File: src/rtl/oven_timer.sv
// -----------------------------------------------------------------------------
// oven_timer
//   Cook-time sequencer for the microwave oven controller. Holds the
//   user-programmed cook time, issues a one-cycle start pulse to move the oven
//   controller into cooking, counts the time down in seconds while the oven
//   controller reports heat, and issues a one-cycle finish pulse at zero.
//
// Parameters
//   TICK_DIV  clock cycles per one-second tick (>= 2)
//   TW        width of the seconds counter
//   STEP      seconds added per add press
//
// Ports
//   clk        in   clock, rising edge
//   nrst       in   asynchronous active-low reset
//   add        in   one-cycle pulse: add STEP seconds
//   clr        in   one-cycle pulse: clear or abort
//   go         in   one-cycle pulse: request cooking
//   door       in   1 = door open
//   heat       in   oven controller's heat output
//   start      out  one-cycle pulse to the oven controller (registered)
//   finish     out  one-cycle pulse to the oven controller (registered)
//   remaining  out  seconds left, for display
//   running    out  high while counting down (registered)
// -----------------------------------------------------------------------------
module oven_timer #(
    parameter int TICK_DIV = 1000,
    parameter int TW       = 8,
    parameter int STEP     = 10
) (
    input  logic          clk,
    input  logic          nrst,
    input  logic          add,
    input  logic          clr,
    input  logic          go,
    input  logic          door,
    input  logic          heat,
    output logic          start,
    output logic          finish,
    output logic [TW-1:0] remaining,
    output logic          running
);

    localparam int             PW       = $clog2(TICK_DIV);
    localparam logic [PW-1:0]  PRE_LAST = PW'(TICK_DIV - 1);

    typedef enum logic [2:0] {
        IDLE,
        SET,
        ARM,
        RUN,
        HOLD,
        DONE
    } state_t;

    state_t         state, state_nx;
    logic [PW-1:0]  prescaler, pre_nx;
    logic [TW-1:0]  rem_nx;
    logic           start_nx, finish_nx, running_nx;

    // Add STEP seconds, clamping at the all-ones value instead of wrapping.
    function automatic logic [TW-1:0] sat_add(input logic [TW-1:0] v);
        logic [TW:0] sum;
        sum = {1'b0, v} + (TW+1)'(STEP);
        if (sum[TW]) return '1;
        return sum[TW-1:0];
    endfunction

    always_ff @(posedge clk or negedge nrst) begin
        if (!nrst) begin
            state     <= IDLE;
            remaining <= '0;
            prescaler <= '0;
            start     <= 1'b0;
            finish    <= 1'b0;
            running   <= 1'b0;
        end else begin
            state     <= state_nx;
            remaining <= rem_nx;
            prescaler <= pre_nx;
            start     <= start_nx;
            finish    <= finish_nx;
            running   <= running_nx;
        end
    end

    always_comb begin
        state_nx  = state;
        rem_nx    = remaining;
        pre_nx    = prescaler;
        start_nx  = 1'b0;
        finish_nx = 1'b0;

        case (state)
            IDLE: begin
                if (add) begin
                    rem_nx   = sat_add('0);
                    state_nx = SET;
                end
            end

            SET: begin
                // clr beats add beats go; a go coinciding with add is dropped.
                if (clr) begin
                    rem_nx   = '0;
                    state_nx = IDLE;
                end else if (add) begin
                    rem_nx = sat_add(remaining);
                end else if (go && !door) begin
                    start_nx = 1'b1;
                    pre_nx   = '0;
                    state_nx = ARM;
                end
            end

            ARM: begin
                if (heat)      state_nx = RUN;
                else if (door) state_nx = SET;
            end

            RUN: begin
                // Losing heat pauses immediately, even on the terminal count.
                if (!heat) begin
                    state_nx = HOLD;
                end else if (prescaler == PRE_LAST) begin
                    pre_nx = '0;
                    if (remaining != '0) begin
                        rem_nx = remaining - TW'(1);
                        if (remaining == TW'(1)) begin
                            finish_nx = 1'b1;
                            state_nx  = DONE;
                        end
                    end
                end else begin
                    pre_nx = prescaler + PW'(1);
                end
            end

            HOLD: begin
                // Prescaler is left untouched so partial seconds survive a pause.
                if (clr) begin
                    rem_nx   = '0;
                    pre_nx   = '0;
                    state_nx = IDLE;
                end else if (heat) begin
                    state_nx = RUN;
                end else if (add) begin
                    rem_nx = sat_add(remaining);
                end
            end

            DONE: begin
                if (door) state_nx = IDLE;
            end

            default: begin
                state_nx = IDLE;
                rem_nx   = '0;
                pre_nx   = '0;
            end
        endcase

        running_nx = (state_nx == RUN);
    end

endmodule

File: config.mk
export PLATFORM = sky130hd
export DESIGN_NAME = oven_timer
export DESIGN_NICKNAME = d
export VERILOG_FILES = /design/src/rtl/oven_timer.sv
export SDC_FILE = /design/constraint.sdc
export NUM_CORES = 1
export LEC_CHECK = 0
export ABC_AREA = 1
export ABC_CLOCK_PERIOD_IN_PS = 3600
export CAP_MARGIN = 20
export CORE_ASPECT_RATIO = 1.75
export CORE_MARGIN = 2
export CORE_UTILIZATION = 34
export DETAILED_ROUTE_END_ITERATION = 12
export PLACE_DENSITY = 0.57
export SETUP_SLACK_MARGIN = 0.4
export SLEW_MARGIN = 10
export SYNTH_ARGS = -nofsm -noshare
export SYNTH_HDL_FRONTEND = slang
export SYNTH_SLANG_ARGS = --single-unit
File: constraint.sdc
create_clock -name clk -period 3.6 [get_ports clk]
set_input_delay 0.36 -clock clk [delete_from_list [all_inputs] [get_ports clk]]
set_output_delay 0.36 -clock clk [all_outputs]
set_load 0.02 [all_outputs]
==> out/metrics.cfg, run 1 <==
[critical_path]
cp_slowest_cell = clkdlybuf4s50_1
reg2reg_to = remaining[2]
crit_fanout = 8
cp_top_family = buffers and inverters
regToRegSetupSlack_ns = 1.82
r2r_cells = 8
reg2reg_from = prescaler[0]
critical_path.startpoint_type = register
path_buf_inv = 1
cp-end-kind = primary output
cp.depth = 1
path_class = register to primary output
cp.required_ns = 3.24
critPathArrivalTime_ns = 1.44
startpoint = remaining[4]
cpPeakStageDelay_ns = 0.66
cp-endpoint = remaining[4]
path_cells = clkdlybuf4s50_1

[power_and_ir_drop]
ir_drop_uv = 225
power_density_nw_per_um2 = 537
leakagePower_nw = 1.08

[clocking]
cts_tree = done
postCtsHoldBufs = 0
cts.sinks = 24
clockRootBuffer = clkbuf_8
post_cts_buffers = 0
htree_levels = 1
cts_resized = 0
cts_buffer_depth = 2
clock_latency_ns = 0.28
numCtsBuffers = 3
path_clk_slew_ns = 0.10

[final_layout]
final_common_cell = nand2_1
fin_util = 0.409
most-common-layout-cells = nand2_1 (88), nor2_1 (43), inv_1 (37), nand3_1 (36), dfrtp_1 (24)
syn2layout_area_growth_pct = 15.6
design_area_um2 = 2150
diodes = 0
drive_above_1_share = 0.0639
fin_nets = 327

[die]
rows = 35
ios = 18
fp.dieH_um = 102
coreArea_um2 = 5260
start_util = 0.353
die-area_um2 = 6090
chipWidth_um = 59.9

[synth]
synth_cell_types = 23
synth_top_area_cell = dfrtp_1
synth_top_area_frac = 0.323
ys_ff_latch = 24
syn-instance-count = 294
yosys_warnings = 0
synth_seq_area_share = 0.323
avgSynthCellArea_um2 = 6.32
ys_top_cells_by_area = dfrtp_1 (32%), nand2_1 (18%), nand3_1 (9.7%)
synth_area_um2 = 1860
syn_nets = 307

[sta]
tns_ns = 0
rsz0062_at_grt = false
post-route-period-util = 0.501
timing.fmax_mhz = 555
post-route-min-period_ns = 1.80
relSlewSlack = 0.787
clock_skew_ns = 0.00262
tightest_slew_ns = 0.320
slew_violations = 0
hold_viol = 0
setup_viol = 0

[outcome]
status = completed

[global_route]
grt_max_degree = 25
overflow = 0
grt_pass1_vias = 1837
grt_use_total = 0.176
antenna_found_initial = 0
grt_pass1_wl_um = 8220

[placement]
dp_hpwl_um = 3690
io_buffers = 17
place_area_um2 = 2080
gp_congestion = 0.887

[detailed_routing]
wl_um = 4750
drtIter0Drc = 52
dr.pass1.iters = 5
via_count = 1902
ant_nets = 0
wl_per_cell_um = 12.9
via_per_inst = 5.17
drc = 0

[min_path]
hp-class = primary input to asynchronous set/reset pin

[job]
maxCapViolCount = 0

==> metrics by stage <==
| step | hold WS [ns] | setup slack (ns) | total power [W] | cells |
|---|---|---|---|---|
| floorplan | 0.0644 | 2.05 | 0.000772 | 294 |
| global placement | 0.492 | 1.62 | 0.000907 | 364 |
| detailed placement | 0.505 | 1.62 | 0.000911 | 364 |
| CTS | 0.459 | 1.79 | 0.00116 | 368 |
| global route | 0.480 | 1.56 | 0.00126 | 368 |
| finish | 0.445 | 1.80 | 0.00115 | 368 |
==> layout make-up <==
type                    count  area [µm²]
fillers                   577        3110
inverters                  40         150
repair buffers             18         178
clock buffers               3        41.3
flip-flops and latches     24         601
well taps                  55        68.8
clock inverters             1        30.0
multi-input cells         227        1080
==> synthesized netlist by cell type <==
master,count
xor2_1,1
buf_2,1
nand2_2,1
inv_2,3
nor2_2,1
nand4_1,6
o21bai_1,2
nand3_2,2
ha_1,6
nor2_1,43
nor3_1,6
nand3_1,36
or2_2,2
nand3b_1,1
o21ai_1,2
inv_1,37
dfrtp_1,24
nor2_4,2
o21ai_0,17
o21ai_2,4
nand2_1,88
a21oi_1,7
buf_6,2
==> metal layers <==
metal | vias up | GRT usage | wire length, µm
met1 | 874 | 0.195 | 1920
met4 | 0 | 0.0821 | 147
li1 | 980 | - | -
met3 | 13 | 0.0153 | 97
met5 | - | 0 | 0
met2 | 35 | 0.324 | 2590
==> power breakdown <==
group,total (W),internal (W),leakage (nW),switching (W)
combinational,0.000555,0.000180,0.722,0.000376
sequential,0.000348,0.000302,0.328,0.0000462
clock,0.000249,0.000149,0.0357,0.000100
==> state kept, by name, indices dropped and copies added (netlist names) <==
name and cells:
start 1, remaining 8, finish 1, state 3, running 1, prescaler 10
==> worst min path at each step <==
| stage | cells past startpoint | endpoint |
|---|---|---|
| floorplan | 0 | finish |
| global placement | 2 | prescaler[1] |
| detailed placement | 2 | prescaler[1] |
| CTS | 2 | prescaler[4] |
| global route | 2 | prescaler[9] |
| finish | 2 | prescaler[4] |
==> kinds of logic after synthesis <==
family	Yosys count	share of synthesized area
buffers and inverters	43	0.0957
AO/OA/AOI/OAI	32	0.0970
AND/OR/NAND/NOR	188	0.439
adder cells (fa/ha/maj)	6	0.0404
XOR/XNOR	1	0.00472
flip-flops	24	0.323
Power figures use the tool's default switching activity.
==> inputs of run 2 (changes only) <==
ABC_CLOCK_PERIOD_IN_PS = 1870   (was 3600)
clock period = 1.87 ns   (was 3.6 ns; I/O delays follow)
==> run 2 against run 1 <==
  * Highest routed layer unchanged
  * Sequential share of layout area down 4.4 points
  * Routed wire length increased by 8.0%
  * Cell count rose by 7.9%
  * Largest power group unchanged
  * Global-route usage decreased by 0.091 points
  * Hold slack got worse by 0.17 ns
  * Core utilization is 8.3 points higher
  * Critical endpoint is now prescaler[7]
  * Clock power up 44%
  * Die area is the same
  * Count of clock-buffer cells in the layout rose by 1
==> out/metrics.cfg, run 2 (same netlist as run 1, synthesis figures left out) <==
[outcome]
status = completed

[clocking]
path_clk_slew_ns = 0.08
cts.sinks = 24
clockRootBuffer = clkbuf_8
numCtsBuffers = 3
clock_latency_ns = 0.27
htree_levels = 1
postCtsHoldBufs = 0
cts_buffer_depth = 2
cts_tree = done

[critical_path]
path_common_cell = nor2_4
critical_path.startpoint_type = register
cpPeakStageDelay_ns = 0.43
critPathArrivalTime_ns = 1.62
cp_slowest_cell = dfrtp_1
path_buf_inv = 3
crit_fanout = 7
path_cells = inv_4 -> nand3_4 -> nor2_4 -> inv_2 -> nand2_2 -> nor2_4 -> buf_6 -> a21oi_2 -> nor2_1
cp_top_family = simple AND/OR/NAND/NOR gates
cp.required_ns = 2.04
cp-end-kind = register
path_class = register to register

[global_route]
antenna_found_initial = 0
grt_pass1_wl_um = 8270
overflow = 0
grt_use_total = 0.175
grt_max_degree = 25
grt_pass1_vias = 1934

[detailed_routing]
drc = 0
drtIter0Drc = 50
via_count = 2028
dr.pass1.iters = 4
wl_per_cell_um = 12.9
ant_nets = 0
wl_um = 5130
via_per_inst = 5.11

[die]
ios = 18
rows = 35
start_util = 0.353
chipWidth_um = 59.9
coreArea_um2 = 5260
fp.dieH_um = 102
die-area_um2 = 6090

[job]
maxCapViolCount = 0

[sta]
post-route-min-period_ns = 1.45
final.setup.worst_slack_ns = 0.421
tns_ns = 0
slew_violations = 0
tightest_slew_ns = 0.330
timing.fmax_mhz = 690
clock_skew_ns = 0.00240
rsz0062_at_grt = true
relSlewSlack = 0.780
setup_viol = 0
post-route-period-util = 0.775
timing.hold.ws_ns = 0.279
hold_viol = 0

[final_layout]
diodes = 0
seqCellArea_um2 = 611
largest_register = prescaler
largest_register_ffs = 10
multiInputGateArea_um2 = 1280
design_area_um2 = 2580
most-common-layout-cells = nand2_1 (75), nand3_1 (30), nor2_1 (29), buf_4 (26), inv_1 (24)
largest_registers = prescaler x10, remaining x8, state x3
drive_above_1_share = 0.325
final_common_cell = nand2_1
fillCellCount = 537
fin_nets = 356
syn2layout_area_growth_pct = 39.2

[power_and_ir_drop]
power_density_nw_per_um2 = 976
leakagePower_nw = 1.28
ir_drop_uv = 697
finalPower_w = 0.00252

[placement]
gp_congestion = 0.834
dp_hpwl_um = 3610
pre_cts_slack_ns = 0.0610
place_area_um2 = 2100
io_buffers = 17

[min_path]
hp-class = primary input to asynchronous set/reset pin

==> run 2: cell count changes in the layout (fill, tap and decap cells not counted), moves of 7 or more <==
| cell | delta |
|---|---|
| clkdlybuf4s50_1 | -8 |
| nor2_1 | -14 |
| nor2_4 | +7 |
| inv_1 | -13 |
| dfrtp_2 | +8 |
| dfrtp_1 | -8 |
| inv_2 | +7 |
| nand2_2 | +10 |
| buf_4 | +25 |
| dlygate4sd2_1 | +8 |
| nand2_1 | -13 |
| nor2_2 | +7 |
==> run 2: metrics by stage <==
step | instances | util
floorplan | 294 | -
global placement | 367 | 0.400
detailed placement | 367 | 0.400
CTS | 384 | 0.442
global route | 397 | 0.492
finish | 397 | 0.492
==> run 2: where the power goes <==
group / switching, W / leakage, nW / total (W) / internal (W)
Clock: 0.000170 / 0.0288 / 0.000358 / 0.000188
Combinational: 0.000892 / 0.937 / 0.00147 / 0.000580
Sequential: 0.000102 / 0.316 / 0.000692 / 0.000589
Total: 0.00116 / 1.28 / 0.00252 / 0.00136
==> run 2: layer usage <==
metal	global-route usage	wire, µm
met1	0.191	1970
met2	0.314	2930
met3	0.0140	80
met4	0.106	149
met5	0	0
==> run 2: worst reg2reg max path: cells and delay by family, from the launching register on <==
family | cells | cell delay (ns)
compound gates | 1 | 0.12
simple gates | 5 | 0.49
flops | 1 | 0.43
buf+inv | 3 | 0.31
==> run 2: final timing paths <==
path	endpoint	cells after the start	startpoint	slack (ns)
setup / recovery	prescaler[7]	9	state[2]	0.42
hold / removal	prescaler[1]	2	nrst	0.28
setup reg to reg	prescaler[7]	9	state[2]	0.42
hold reg to reg	prescaler[9]	2	prescaler[9]	0.54
max in group asynchronous	remaining[5]	2	nrst	1.32
min in group clk	prescaler[9]	2	prescaler[9]	0.54
==> run 2: repair_timing <==
| item | CTS | global route |
|---|---|---|
| endpoints found under the setup margin | 30 | 22 |
| gates resized for setup | 41 | 57 |
| hold endpoints to repair | 0 | 0 |
| pin swaps | 10 | 12 |
| gates cloned | 0 | 0 |
| setup buffers | 13 | 13 |
==> run 2: layout make-up <==
type,count,share of cell area
multi-input combinational,227,0.495
timing repair buffer,47,0.155
tap,55,0.0266
sequential,24,0.236
inverter,40,0.0658
clock buffer,4,0.0213
